File: config.mk
export PLATFORM = sky130hd
export DESIGN_NAME = decode_scoreboard_flat
export DESIGN_NICKNAME = d
export VERILOG_FILES = /design/src/rtl/decode_scoreboard_if.sv /design/src/rtl/decode_scoreboard.sv /design/src/flat_wrapper.sv
export SDC_FILE = /design/constraint.sdc
export NUM_CORES = 1
export LEC_CHECK = 0
export ABC_CLOCK_PERIOD_IN_PS = 3920
export CAP_MARGIN = 0
export CORE_AREA = 4 4 71 73
export CTS_BUF_LIST = sky130_fd_sc_hd__clkbuf_8
export DETAILED_ROUTE_END_ITERATION = 7
export DIE_AREA = 0 0 75 77
export GPL_TIMING_DRIVEN = 0
export PLACE_DENSITY = 0.71
export SYNTH_ARGS = -nofsm -noshare
export SYNTH_HDL_FRONTEND = slang
export SYNTH_SLANG_ARGS = --single-unit
File: constraint.sdc
create_clock -name clk -period 3.92 [get_ports clk]
set_input_delay 0.784 -clock clk [delete_from_list [all_inputs] [get_ports clk]]
set_output_delay 0.784 -clock clk [all_outputs]
set_load 0.01 [all_outputs]
File: src/rtl/decode_scoreboard_if.sv
// Decode/writeback bundle between the decode stage and the RAW scoreboard.
// master: decode stage (drives issue, writeback mirror and flush; samples status)
// slave : scoreboard  (samples issue/writeback/flush; drives stall, issue_fire,
//         pending_mask, err)
interface decode_scoreboard_if #(
    parameter int unsigned NUM_REGS = 8,
    parameter int unsigned SEL_W    = 3
);
    logic                issue_valid;
    logic [SEL_W-1:0]    issue_rs_sel;
    logic                issue_rs_used;
    logic [SEL_W-1:0]    issue_rt_sel;
    logic                issue_rt_used;
    logic [SEL_W-1:0]    issue_wr_sel;
    logic                issue_wr_en;
    logic                wb_writeEn;
    logic [SEL_W-1:0]    wb_writeRegSel;
    logic                flush;
    logic                stall;
    logic                issue_fire;
    logic [NUM_REGS-1:0] pending_mask;
    logic                err;

    modport master (
        output issue_valid, issue_rs_sel, issue_rs_used, issue_rt_sel,
               issue_rt_used, issue_wr_sel, issue_wr_en,
               wb_writeEn, wb_writeRegSel, flush,
        input  stall, issue_fire, pending_mask, err
    );

    modport slave (
        input  issue_valid, issue_rs_sel, issue_rs_used, issue_rt_sel,
               issue_rt_used, issue_wr_sel, issue_wr_en,
               wb_writeEn, wb_writeRegSel, flush,
        output stall, issue_fire, pending_mask, err
    );
endinterface

File: src/rtl/decode_scoreboard.sv
// Decode-stage RAW hazard unit. Tracks a pending-write counter per register:
// incremented when a writer issues, decremented by the writeback strobe.
// Writeback is bypassed into same-cycle reads, so a retiring register counts
// as ready for the stall decision.
// Ports:
//   clk   - clock, all state on rising edge
//   rst_n - asynchronous active-low reset
//   bus   - decode_scoreboard_if.slave: issue request, writeback mirror,
//           flush in; stall, issue_fire, pending_mask, sticky err out
module decode_scoreboard #(
    parameter int unsigned NUM_REGS = 8,
    parameter int unsigned SEL_W    = 3,
    parameter int unsigned CNT_W    = 2,
    parameter int unsigned MAX_PEND = 3
) (
    input  logic              clk,
    input  logic              rst_n,
    decode_scoreboard_if.slave bus
);
    logic [CNT_W-1:0]    cnt      [NUM_REGS];
    logic [CNT_W-1:0]    effCnt   [NUM_REGS];
    logic [NUM_REGS-1:0] retHit;
    logic [NUM_REGS-1:0] issueHit;
    logic [NUM_REGS-1:0] effBusy;
    logic                rsBusy;
    logic                rtBusy;
    logic                wrFull;
    logic                errReg;

    // Effective count: pending writes left after this cycle's writeback.
    // A retire against an empty counter does not underflow.
    always_comb begin
        for (int unsigned r = 0; r < NUM_REGS; r++) begin
            retHit[r]   = bus.wb_writeEn && (bus.wb_writeRegSel == SEL_W'(r));
            issueHit[r] = bus.issue_fire && bus.issue_wr_en
                          && (bus.issue_wr_sel == SEL_W'(r));
            effCnt[r]   = (cnt[r] != '0) ? (cnt[r] - CNT_W'(retHit[r])) : '0;
            effBusy[r]  = (effCnt[r] != '0);
        end
    end

    always_comb begin
        rsBusy = bus.issue_rs_used && (effCnt[bus.issue_rs_sel] != '0);
        rtBusy = bus.issue_rt_used && (effCnt[bus.issue_rt_sel] != '0);
        wrFull = bus.issue_wr_en && (effCnt[bus.issue_wr_sel] == CNT_W'(MAX_PEND));
    end

    assign bus.stall        = bus.issue_valid && (rsBusy || rtBusy || wrFull);
    assign bus.issue_fire   = bus.issue_valid && !bus.stall && !bus.flush;
    assign bus.pending_mask = effBusy;
    assign bus.err          = errReg;

    always_ff @(posedge clk or negedge rst_n) begin
        if (!rst_n) begin
            for (int unsigned r = 0; r < NUM_REGS; r++) begin
                cnt[r] <= '0;
            end
            errReg <= 1'b0;
        end else if (bus.flush) begin
            // Flush drops everything in flight, including a same-cycle retire,
            // which therefore cannot raise err.
            for (int unsigned r = 0; r < NUM_REGS; r++) begin
                cnt[r] <= '0;
            end
        end else begin
            for (int unsigned r = 0; r < NUM_REGS; r++) begin
                if (retHit[r] && (cnt[r] == '0)) begin
                    // Spurious retire: flag it and ignore the decrement; a
                    // same-cycle issue still counts.
                    errReg <= 1'b1;
                    cnt[r] <= cnt[r] + CNT_W'(issueHit[r]);
                end else begin
                    cnt[r] <= cnt[r] + CNT_W'(issueHit[r]) - CNT_W'(retHit[r]);
                end
            end
        end
    end
endmodule

File: src/flat_wrapper.sv
// flat-port wrapper written by rule: the top's interface ports become plain ports
module decode_scoreboard_flat 
#(
    parameter int unsigned NUM_REGS = 8,
    parameter int unsigned SEL_W    = 3,
    parameter int unsigned CNT_W    = 2,
    parameter int unsigned MAX_PEND = 3
)
  (clk, rst_n, bus_issue_valid, bus_issue_rs_sel, bus_issue_rs_used, bus_issue_rt_sel, bus_issue_rt_used, bus_issue_wr_sel, bus_issue_wr_en, bus_wb_writeEn, bus_wb_writeRegSel, bus_flush, bus_stall, bus_issue_fire, bus_pending_mask, bus_err);
  decode_scoreboard_if #(.NUM_REGS(NUM_REGS), .SEL_W(SEL_W)) bus_i ();
  input  logic clk;
  input  logic rst_n;
  input wire logic [$bits(bus_i.issue_valid)-1:0] bus_issue_valid;
  input wire logic [$bits(bus_i.issue_rs_sel)-1:0] bus_issue_rs_sel;
  input wire logic [$bits(bus_i.issue_rs_used)-1:0] bus_issue_rs_used;
  input wire logic [$bits(bus_i.issue_rt_sel)-1:0] bus_issue_rt_sel;
  input wire logic [$bits(bus_i.issue_rt_used)-1:0] bus_issue_rt_used;
  input wire logic [$bits(bus_i.issue_wr_sel)-1:0] bus_issue_wr_sel;
  input wire logic [$bits(bus_i.issue_wr_en)-1:0] bus_issue_wr_en;
  input wire logic [$bits(bus_i.wb_writeEn)-1:0] bus_wb_writeEn;
  input wire logic [$bits(bus_i.wb_writeRegSel)-1:0] bus_wb_writeRegSel;
  input wire logic [$bits(bus_i.flush)-1:0] bus_flush;
  output wire logic [$bits(bus_i.stall)-1:0] bus_stall;
  output wire logic [$bits(bus_i.issue_fire)-1:0] bus_issue_fire;
  output wire logic [$bits(bus_i.pending_mask)-1:0] bus_pending_mask;
  output wire logic [$bits(bus_i.err)-1:0] bus_err;
  assign bus_i.issue_valid = bus_issue_valid;
  assign bus_i.issue_rs_sel = bus_issue_rs_sel;
  assign bus_i.issue_rs_used = bus_issue_rs_used;
  assign bus_i.issue_rt_sel = bus_issue_rt_sel;
  assign bus_i.issue_rt_used = bus_issue_rt_used;
  assign bus_i.issue_wr_sel = bus_issue_wr_sel;
  assign bus_i.issue_wr_en = bus_issue_wr_en;
  assign bus_i.wb_writeEn = bus_wb_writeEn;
  assign bus_i.wb_writeRegSel = bus_wb_writeRegSel;
  assign bus_i.flush = bus_flush;
  assign bus_stall = bus_i.stall;
  assign bus_issue_fire = bus_i.issue_fire;
  assign bus_pending_mask = bus_i.pending_mask;
  assign bus_err = bus_i.err;
  decode_scoreboard #(.NUM_REGS(NUM_REGS), .SEL_W(SEL_W), .CNT_W(CNT_W), .MAX_PEND(MAX_PEND)) u_core (.clk(clk), .rst_n(rst_n), .bus(bus_i));
endmodule
==> results.md, run 1 <==
Outcome:
- The run finished with clean final reports.

Global routing:
- The total grt overflow is 0.
- The first global-routing pass estimated 8220 microns of wire.
- Global routing used 18.3% of the available tracks across all layers.
- The maximum number of pins on one net before global-route repair is 18.
- The via count of the first global-routing pass is 1,772.
- The number of antenna violations at the first check in global routing is 0.

Synthesis:
- The biggest area consumer among synthesized cells is sky130_fd_sc_hd__dfrtp_1.
- The average cell area after synthesis is 7.81 sq um.
- The flip-flop and latch count after synthesis is 17.
- After synthesis the cells add up to 1960 sq um.
- The unique cell type count in the Yosys netlist is 42.
- Yosys attributes the largest share of cell area to sky130_fd_sc_hd__dfrtp_1, sky130_fd_sc_hd__ha_1, sky130_fd_sc_hd__nand2b_1, sky130_fd_sc_hd__inv_1, sky130_fd_sc_hd__nor2_1.
- The share of the synthesized area in the top cell type is 21.7%.
- The count of warnings emitted by yosys is 0.
- The number of nets handed over by synthesis was 295.
- The fraction of the yosys area taken by sequential cells is 21.7%.
- The synthesized netlist cell count is 251.

CTS:
- The total clock sinks is 17.
- The maximum buffer depth of the clock tree is 2.
- After clock tree synthesis, the clock-pin slew on the worst setup and hold paths is 0.07 ns.
- The later pin in the worst-skew pair is clocked with a latency of 0.26 ns.
- The tree is rooted in a sky130_fd_sc_hd__clkbuf_8.
- Buffers inserted during clock tree synthesis total 3.
- TritonCTS built the clock tree.
- In this run, post-CTS hold repair placed 0 buffers.
- CTS built an H-tree with a depth of 1.

Final layout:
- The synthesis-to-finish area growth is 32.4%.
- The top cell types in the final layout, fill and taps aside, are sky130_fd_sc_hd__inv_1, sky130_fd_sc_hd__clkdlybuf4s50_1, sky130_fd_sc_hd__nor2_1.
- Leaving out fill and tap cells, the most frequent cell in the layout is sky130_fd_sc_hd__inv_1.
- For this run, the share of the core covered by cells in the final layout is 59.6%.
- The count of nets after finishing is 336.
- The post-route netlist has 18.9% of its cells at a drive strength greater than 1.
- The count of antenna diodes in the layout is 0.

Routing:
- The detailed-route wire length is 5110 microns.
- In this run the remaining antenna-violating nets after routing total 0.
- The routed wirelength normalized by instance count is 14.9 microns.
- The first TritonRoute pass finished after 4 iterations.
- The DRC marker count from the first detailed-route iteration is 87.
- The via-per-instance ratio is 5.62.
- The number of remaining DRC errors is 0.
- The via count is 1,928.

Power and ir drop:
- The design draws 0.000520 W.
- IR analysis of the VDD net gives a maximum drop of 163 uV.
- The cell area power density is 201 nW/um^2.
- The leakage power total is 1.21 nW.

Critical path:
- At the worst endpoint, the required time is 3.14 ns.
- Measured in cells, the most critical reg-to-reg path has a length of 13.
- The critical path goes through clkbuf_4 -> nand2b_4 -> nor2_4 -> ha_1 -> nand2_1 -> a22oi_1 -> mux4_2 -> or3b_4 -> nand3_2 -> and3b_1 -> buf_2.
- The setup check on the worst reg-to-reg path leaves a slack of 0.71 ns.
- In this design, the stage delay of the slowest critical-path cell is 0.49 ns.
- The critical path is of the input pin to output port type.
- The endpoint identified for the worst register-to-register timing path is u_core.cnt[2]$_DFF_PN0_.
- The startpoint of the worst register-to-register path is u_core.cnt[2]$_DFF_PN0_.
- The maximum fanout count along the critical path is 5.
- On the critical path, the stage with the largest delay is an instance of sky130_fd_sc_hd__mux4_2.
- The worst setup path is captured at an output port.
- The worst setup path is launched from an input pin.
- The signal arrival time at the worst endpoint is 3.03 ns.

Timing:
- The routed design could run at a clock period as short as 3.81 ns.
- Across all hold checks on the routed design, the worst slack comes to 0.500 ns.
- The final-report max-slew violation count came to 0.
- The achievable clock frequency is 262 MHz.
- Between clock sinks in the finished design, the worst skew comes to 0.00707 ns.
- The remaining max-slew budget at the tightest pin is 42.0%.
- Setup violations remaining at the end of the flow were counted as 0.
- For the pin with the worst max-slew slack, the measured transition is 0.868 ns.
- The number of hold violations in the final report was 0.
- The final worst-path cycle share is 97.3%.

Floorplanning:
- Measured along the x axis, the die boundary spans 75 microns.
- The placeable core region is 4350 sq um.
- The y dimension of the die is 77 microns.
- The die outline area is 5780 sq um.
- The initial cell density of the core is 45.0%.
- The floorplan has 24 rows.
- 31 I/O pins were placed.

Placed design:
- The congestion estimate from routability-driven global placement came to 0.917.
- The post-detailed-placement half-perimeter wirelength is 3930 microns.
- Port buffering added 29 buffers.

Worst hold path:
- The worst min-delay path startpoint is u_core.bus.err$_DFFE_PN0P_.
- The end point of the worst hold path is u_core.bus.err$_DFFE_PN0P_.
- The path class of the lowest-slack min-delay path is flip-flop to flip-flop.
- Along the worst hold path, the cell count comes to 1.

Job:
- The max-cap check violation count is 0.
==> timing repair <==
item | in CTS | in global routing
pin swaps | 6 | 7
gates resized for setup | 33 | 33
setup endpoints to repair | 18 | 18
buffers inserted | 5 | 2
gates cloned | 0 | 0
==> report_power, final <==
part / internal (W) / switching (W)
logic: 0.0000876 / 0.000102
registers: 0.000184 / 0.0000118
clock network: 0.0000697 / 0.0000647
==> registers in the layout (all words and copies together) (netlist names) <==
name,cells
u_core.bus.err,1
u_core.cnt,16
==> worst max path at each step <==
stage,start,to,slack [ns],cells after the start
finish,bus_wb_writeRegSel[0],bus_issue_fire,0.11,11
global route,bus_wb_writeRegSel[0],bus_issue_fire,-0.009,11
CTS,bus_wb_writeEn,bus_issue_fire,0.008,12
detailed placement,bus_wb_writeRegSel[2],bus_stall,-0.85,10
global placement,bus_wb_writeRegSel[2],bus_stall,-0.82,10
floorplan,bus_wb_writeRegSel[2],bus_issue_fire,0.33,9
==> cell type report <==
type	count	area [sq um]
plain buffers	2	7.51
clock buffers	3	41.3
clock inverters	1	3.75
fillers	393	1760
inverters	30	113
multi-input cells	202	1620
flip-flops and latches	17	425
well taps	52	65.1
repair buffers	36	315
==> routing by layer <==
metal / track usage (%) / vias to the layer above / share of wire [%] / wire [microns]
li1: - / 985 / - / -
met1: 25.1 / 881 / 45 / 2310
met2: 29.0 / 53 / 47 / 2380
met3: 2.22 / 9 / 6.4 / 325
met4: 6.58 / 0 / 1.9 / 99
met5: 0 / - / 0 / 0
==> synthesized netlist by cell type, drive strengths merged <==
cell type,count
nor2,26
a2111oi,3
or3b,1
o22a,1
ha,24
and3b,1
nand4,3
a41oi,1
a221oi,1
mux2i,3
o221ai,3
nand3,4
xor2,8
o21bai,1
inv,30
nand2,18
mux4,1
nor4b,1
a21boi,4
or2,1
nor3,15
nand3b,6
nor2b,7
and3,9
nand2b,19
a31oi,3
mux2,2
a21o,2
a22oi,5
o311a,1
dfrtp,17
a211oi,8
a211o,1
o22ai,2
clkbuf,2
a21oi,14
nor4,3
==> worst max-delay path: cells and delay by family <==
kind / cells / cell delay, ns
and+or+nand+nor: 6 / 1.04
muxes: 1 / 0.49
buffers and inverters: 2 / 0.31
adders and majority gates: 1 / 0.27
AOI/OAI and AO/OA: 1 / 0.14
==> stage by stage <==
stage	setup TNS, ns	setup WS [ns]	cell area (sq um)	instances
6_report	0	0.106	2590	343
5_1_grt	-0.00885	-0.00885	2590	343
4_1_cts	0	0.00798	2480	341
3_5_place_dp	-8.62	-0.853	2310	332
3_3_place_gp	-7.61	-0.824	2310	332
2_1_floorplan	0	0.335	1960	251
==> cells by family (layout without fill, tap and decap cells) <==
family / count (synthesis) / count (layout) / synth area share, %
compound gates: 50 / 50 / 18.4
xor+xnor: 8 / 8 / 3.58
fa+ha+maj: 24 / 24 / 15.3
buf+inv: 32 / 72 / 6.13
flops: 17 / 17 / 21.7
mux: 6 / 6 / 3.83
simple gates: 114 / 114 / 31.0
No activity file was read; power rests on OpenSTA's default activity.
==> run 2: changes to the inputs <==
CTS_CLUSTER_DIAMETER = 80   (was default)
==> results of run 2 <==
The final DEF is identical to that of run 1; final timing and power are the same.
==> run 3: changes to the inputs <==
REMOVE_ABC_BUFFERS = 1   (was default)
==> run 3 against run 2 <==
  * Final cell count increased by 1.5%
  * Clock skew about the same
  * Setup slack better by 0.0080 ns
  * Highest routed layer unchanged
  * Combinational power about the same
  * Utilization grew 0.78 points
  * Routed wire length rose by 3.8%
  * Flip-flop and latch count stayed put
  * Die area is the same
  * Design area up 1.3%
  * Via count is 2.1% higher
  * Global-route usage increased by 0.67 points
  * Sequential power is essentially flat
  * Critical endpoint unchanged
==> results.md, run 3 (synthesized netlist as in run 1, its figures left out) <==
Final layout:
- The share of post-route cells with drive strength above 1 came to 20.3% (was 18.9%).
- The number of fillers in the final layout is 397 (was 393).
- The summed area of non-filler cells in the final layout is 2630 sq um (was 2590 sq um).
- The register ranked first by flip-flop count was u_core.cnt (unchanged).
- Most frequent cells in the layout: sky130_fd_sc_hd__inv_1, sky130_fd_sc_hd__clkdlybuf4s50_1, sky130_fd_sc_hd__nor2_1 (unchanged).
- The count of nets after finishing is 341 (was 336).
- The synthesis-to-finish area growth came to 34.2% (was 32.4%).
- The final standard cell count with taps included and fillers excluded is 348 (was 343).
- The count of antenna diodes in the layout is 0 (unchanged).
- The core occupancy in the finished layout is 60.4% (was 59.6%).
- The most common cell after layout, fill and taps aside is sky130_fd_sc_hd__inv_1 (unchanged).
- The number of flip-flops under the largest register name is 16 (unchanged).

CTS:
- The total clock sinks is 17 (unchanged).
- The clock transition at the registers of the reported paths is 0.07 ns (about the same).
- The maximum buffer depth of the clock tree was 2 (unchanged).
- The CTS root buffer is sky130_fd_sc_hd__clkbuf_8 (unchanged).
- The number of buffers created by CTS is 3 (unchanged).
- The number of H-tree levels is 1 (unchanged).
- The insertion delay to the later sink of the worst-skew pair came to 0.26 ns (about the same).
- The TritonCTS clock tree is yes (unchanged).

Critical path:
- The cell with the biggest individual delay on the critical path is sky130_fd_sc_hd__mux4_2 (unchanged).
- The length in cells of the worst reg-to-reg path is 13 (unchanged).
- The maximum single-stage delay on the critical path is 0.48 ns (was 0.49 ns).
- The cell type with the highest occurrence count on the critical path is sky130_fd_sc_hd__buf_2.
- The signal arrival time at the worst endpoint was 3.02 ns (was 3.03 ns).
- The startpoint of the worst register-to-register path is u_core.cnt[2]$_DFF_PN0_ (unchanged).
- The worst endpoint required time is 3.14 ns (about the same).
- The capturing point of the worst reg2reg path is u_core.cnt[4]$_DFF_PN0_ (was u_core.cnt[2]$_DFF_PN0_).
- The nature of the critical path endpoint was an output port (unchanged).
- The class of the most critical setup path was input pin to output port (unchanged).
- The category of the worst setup path launch point is an input pin (unchanged).
- The minimum setup slack among reg-to-reg paths was 0.71 ns (about the same).
- Critical-path cell list: buf_2 -> nand2b_4 -> nor2_4 -> ha_1 -> nand2_1 -> a22oi_2 -> mux4_2 -> or3b_4 -> nand3_2 -> and3b_1 -> buf_2 (was clkbuf_4 -> nand2b_4 -> nor2_4 -> ha_1 -> nand2_1 -> a22oi_1 -> mux4_2 -> or3b_4 -> nand3_2 -> and3b_1 -> buf_2).
- The maximum fanout count along the critical path is 5 (unchanged).

Global routing:
- The via count of the first global-routing pass is 1,892 (was 1,772).
- The number of antenna violations at the first check in global routing was 0 (unchanged).
- The maximum number of pins on one net before global-route repair was 19 (was 18).
- The total grt overflow is 0 (unchanged).
- The total routing resource utilization after global routing is 19.0% (was 18.3%).
- The global-route wire length before repair is 8660 microns (was 8220 microns).

Floorplanning:
- The y dimension of the die is 77 microns (unchanged).
- The placeable core region is 4350 sq um (unchanged).
- The standard-cell row count is 24 (unchanged).
- The count of pins on the block boundary was 31 (unchanged).
- The initial cell density of the core is 45.0% (unchanged).
- The die outline area is 5780 sq um (unchanged).
- The x dimension of the die is 75 microns (unchanged).

Timing:
- The achievable clock frequency is 263 MHz (was 262 MHz).
- The worst clock skew on the final layout came to 0.00739 ns (was 0.00707 ns).
- The final worst-path cycle share came to 97.1% (was 97.3%).
- The transition at the pin with the smallest max-transition slack is 0.843 ns (was 0.868 ns).
- The remaining max-slew budget at the tightest pin was 43.6% (was 42.0%).
- The final-report max-slew violation count is 0 (unchanged).
- The minimum period implied by the final worst setup slack came to 3.81 ns (about the same).
- The number of failing setup endpoints in the final timing report is 0 (unchanged).
- The number of hold violations in the final report came to 0 (unchanged).

Routing:
- The remaining number of nets flagged by the antenna check after routing came to 0 (unchanged).
- The DRC marker count from the first detailed-route iteration is 112 (was 87).
- The routed wirelength normalized by instance count is 15.2 microns (was 14.9 microns).
- The via count is 1,968 (was 1,928).
- The detailed-router iteration count before antenna repair is 4 (unchanged).
- The detailed-route wire length is 5300 microns (was 5110 microns).
- The number of remaining DRC errors is 0 (unchanged).
- The via-per-instance ratio came to 5.66 (was 5.62).

Worst hold path:
- The worst min-delay path startpoint was u_core.bus.err$_DFFE_PN0P_ (unchanged).
- The hold path depth is 1 (unchanged).
- The path class of the lowest-slack min-delay path is flip-flop to flip-flop (unchanged).
- The end point of the worst hold path is u_core.bus.err$_DFFE_PN0P_ (unchanged).

Placed design:
- The post-detailed-placement half-perimeter wirelength was 3880 microns (was 3930 microns).
- The final estimated routing congestion in global placement is 0.883 (was 0.917).
- The number of port buffers is 30 (was 29).
- The cell area after placement is 2320 sq um (was 2310 sq um).
- The number of placed cells counting well taps is 331 (was 332).

Power and ir drop:
- The post-route total power is 0.000524 W (was 0.000520 W).
- The leakage power total is 1.24 nW (was 1.21 nW).
- The cell area power density is 199 nW/um^2 (was 201 nW/um^2).
- The worst IR drop on VDD came to 163 uV (about the same).

Job:
- The max-cap check violation count came to 0 (unchanged).

Outcome:
- Status: finished clean (unchanged).
run 3: critical path: cells and delay by family:
| family | cells | cell delay (ns) |
|---|---|---|
| multiplexers | 1 | 0.48 |
| buffers and inverters | 2 | 0.29 |
| AND/OR/NAND/NOR | 6 | 1.09 |
| adder cells (fa/ha/maj) | 1 | 0.27 |
| AO/OA/AOI/OAI | 1 | 0.12 |
run 3: area by class of cell:
class	instances	area [sq um]	area share, %
repair buffers	43	373	14.2
well taps	52	65.1	2.48
multi-input cells	202	1610	61.2
clock inverters	1	3.75	0.143
flip-flops and latches	17	425	16.2
inverters	30	113	4.28
clock buffers	3	41.3	1.57
run 3: worst max-delay path by stage:
stage / from / end
final: bus_wb_writeRegSel[0] / bus_issue_fire
after detailed placement: bus_wb_writeEn / bus_stall
after global placement: bus_wb_writeEn / bus_stall
after global routing: bus_wb_writeRegSel[2] / u_core.cnt[13]$_DFF_PN0_
after CTS: bus_wb_writeRegSel[2] / bus_issue_fire
after floorplan: bus_wb_writeRegSel[2] / bus_issue_fire
run 3: timing repair:
action / CTS / global route
setup endpoints to repair: 18 / 18
hold endpoints to repair: 0 / 0
gates resized for setup: 38 / 23
setup buffers: 8 / 5
pin swaps: 8 / 13
hold buffers: 0 / 0
run 3: stage by stage:
step	setup WS, ns	hold slack (ns)	setup TNS [ns]
floorplan	0.335	0.488	0
global placement	-0.890	0.467	-9.12
detailed placement	-0.916	0.462	-9.90
CTS	0.0120	0.489	0
global route	-0.0237	0.508	-0.0559
finish	0.114	0.477	0
run 3: where the power goes:
part	internal (W)	leakage (nW)	total, W	switching, W
logic	0.0000902	0.984	0.000193	0.000103
registers	0.000184	0.228	0.000196	0.0000122
clock network	0.0000696	0.0269	0.000134	0.0000646
total	0.000344	1.24	0.000524	0.000180
run 3: routing by layer:
metal	global-route usage, %	wire (microns)	vias up
met5	0	0	-
met2	32.0	2590	39
met3	4.31	275	8
li1	-	-	991
met4	4.80	90	0
met1	23.9	2350	930
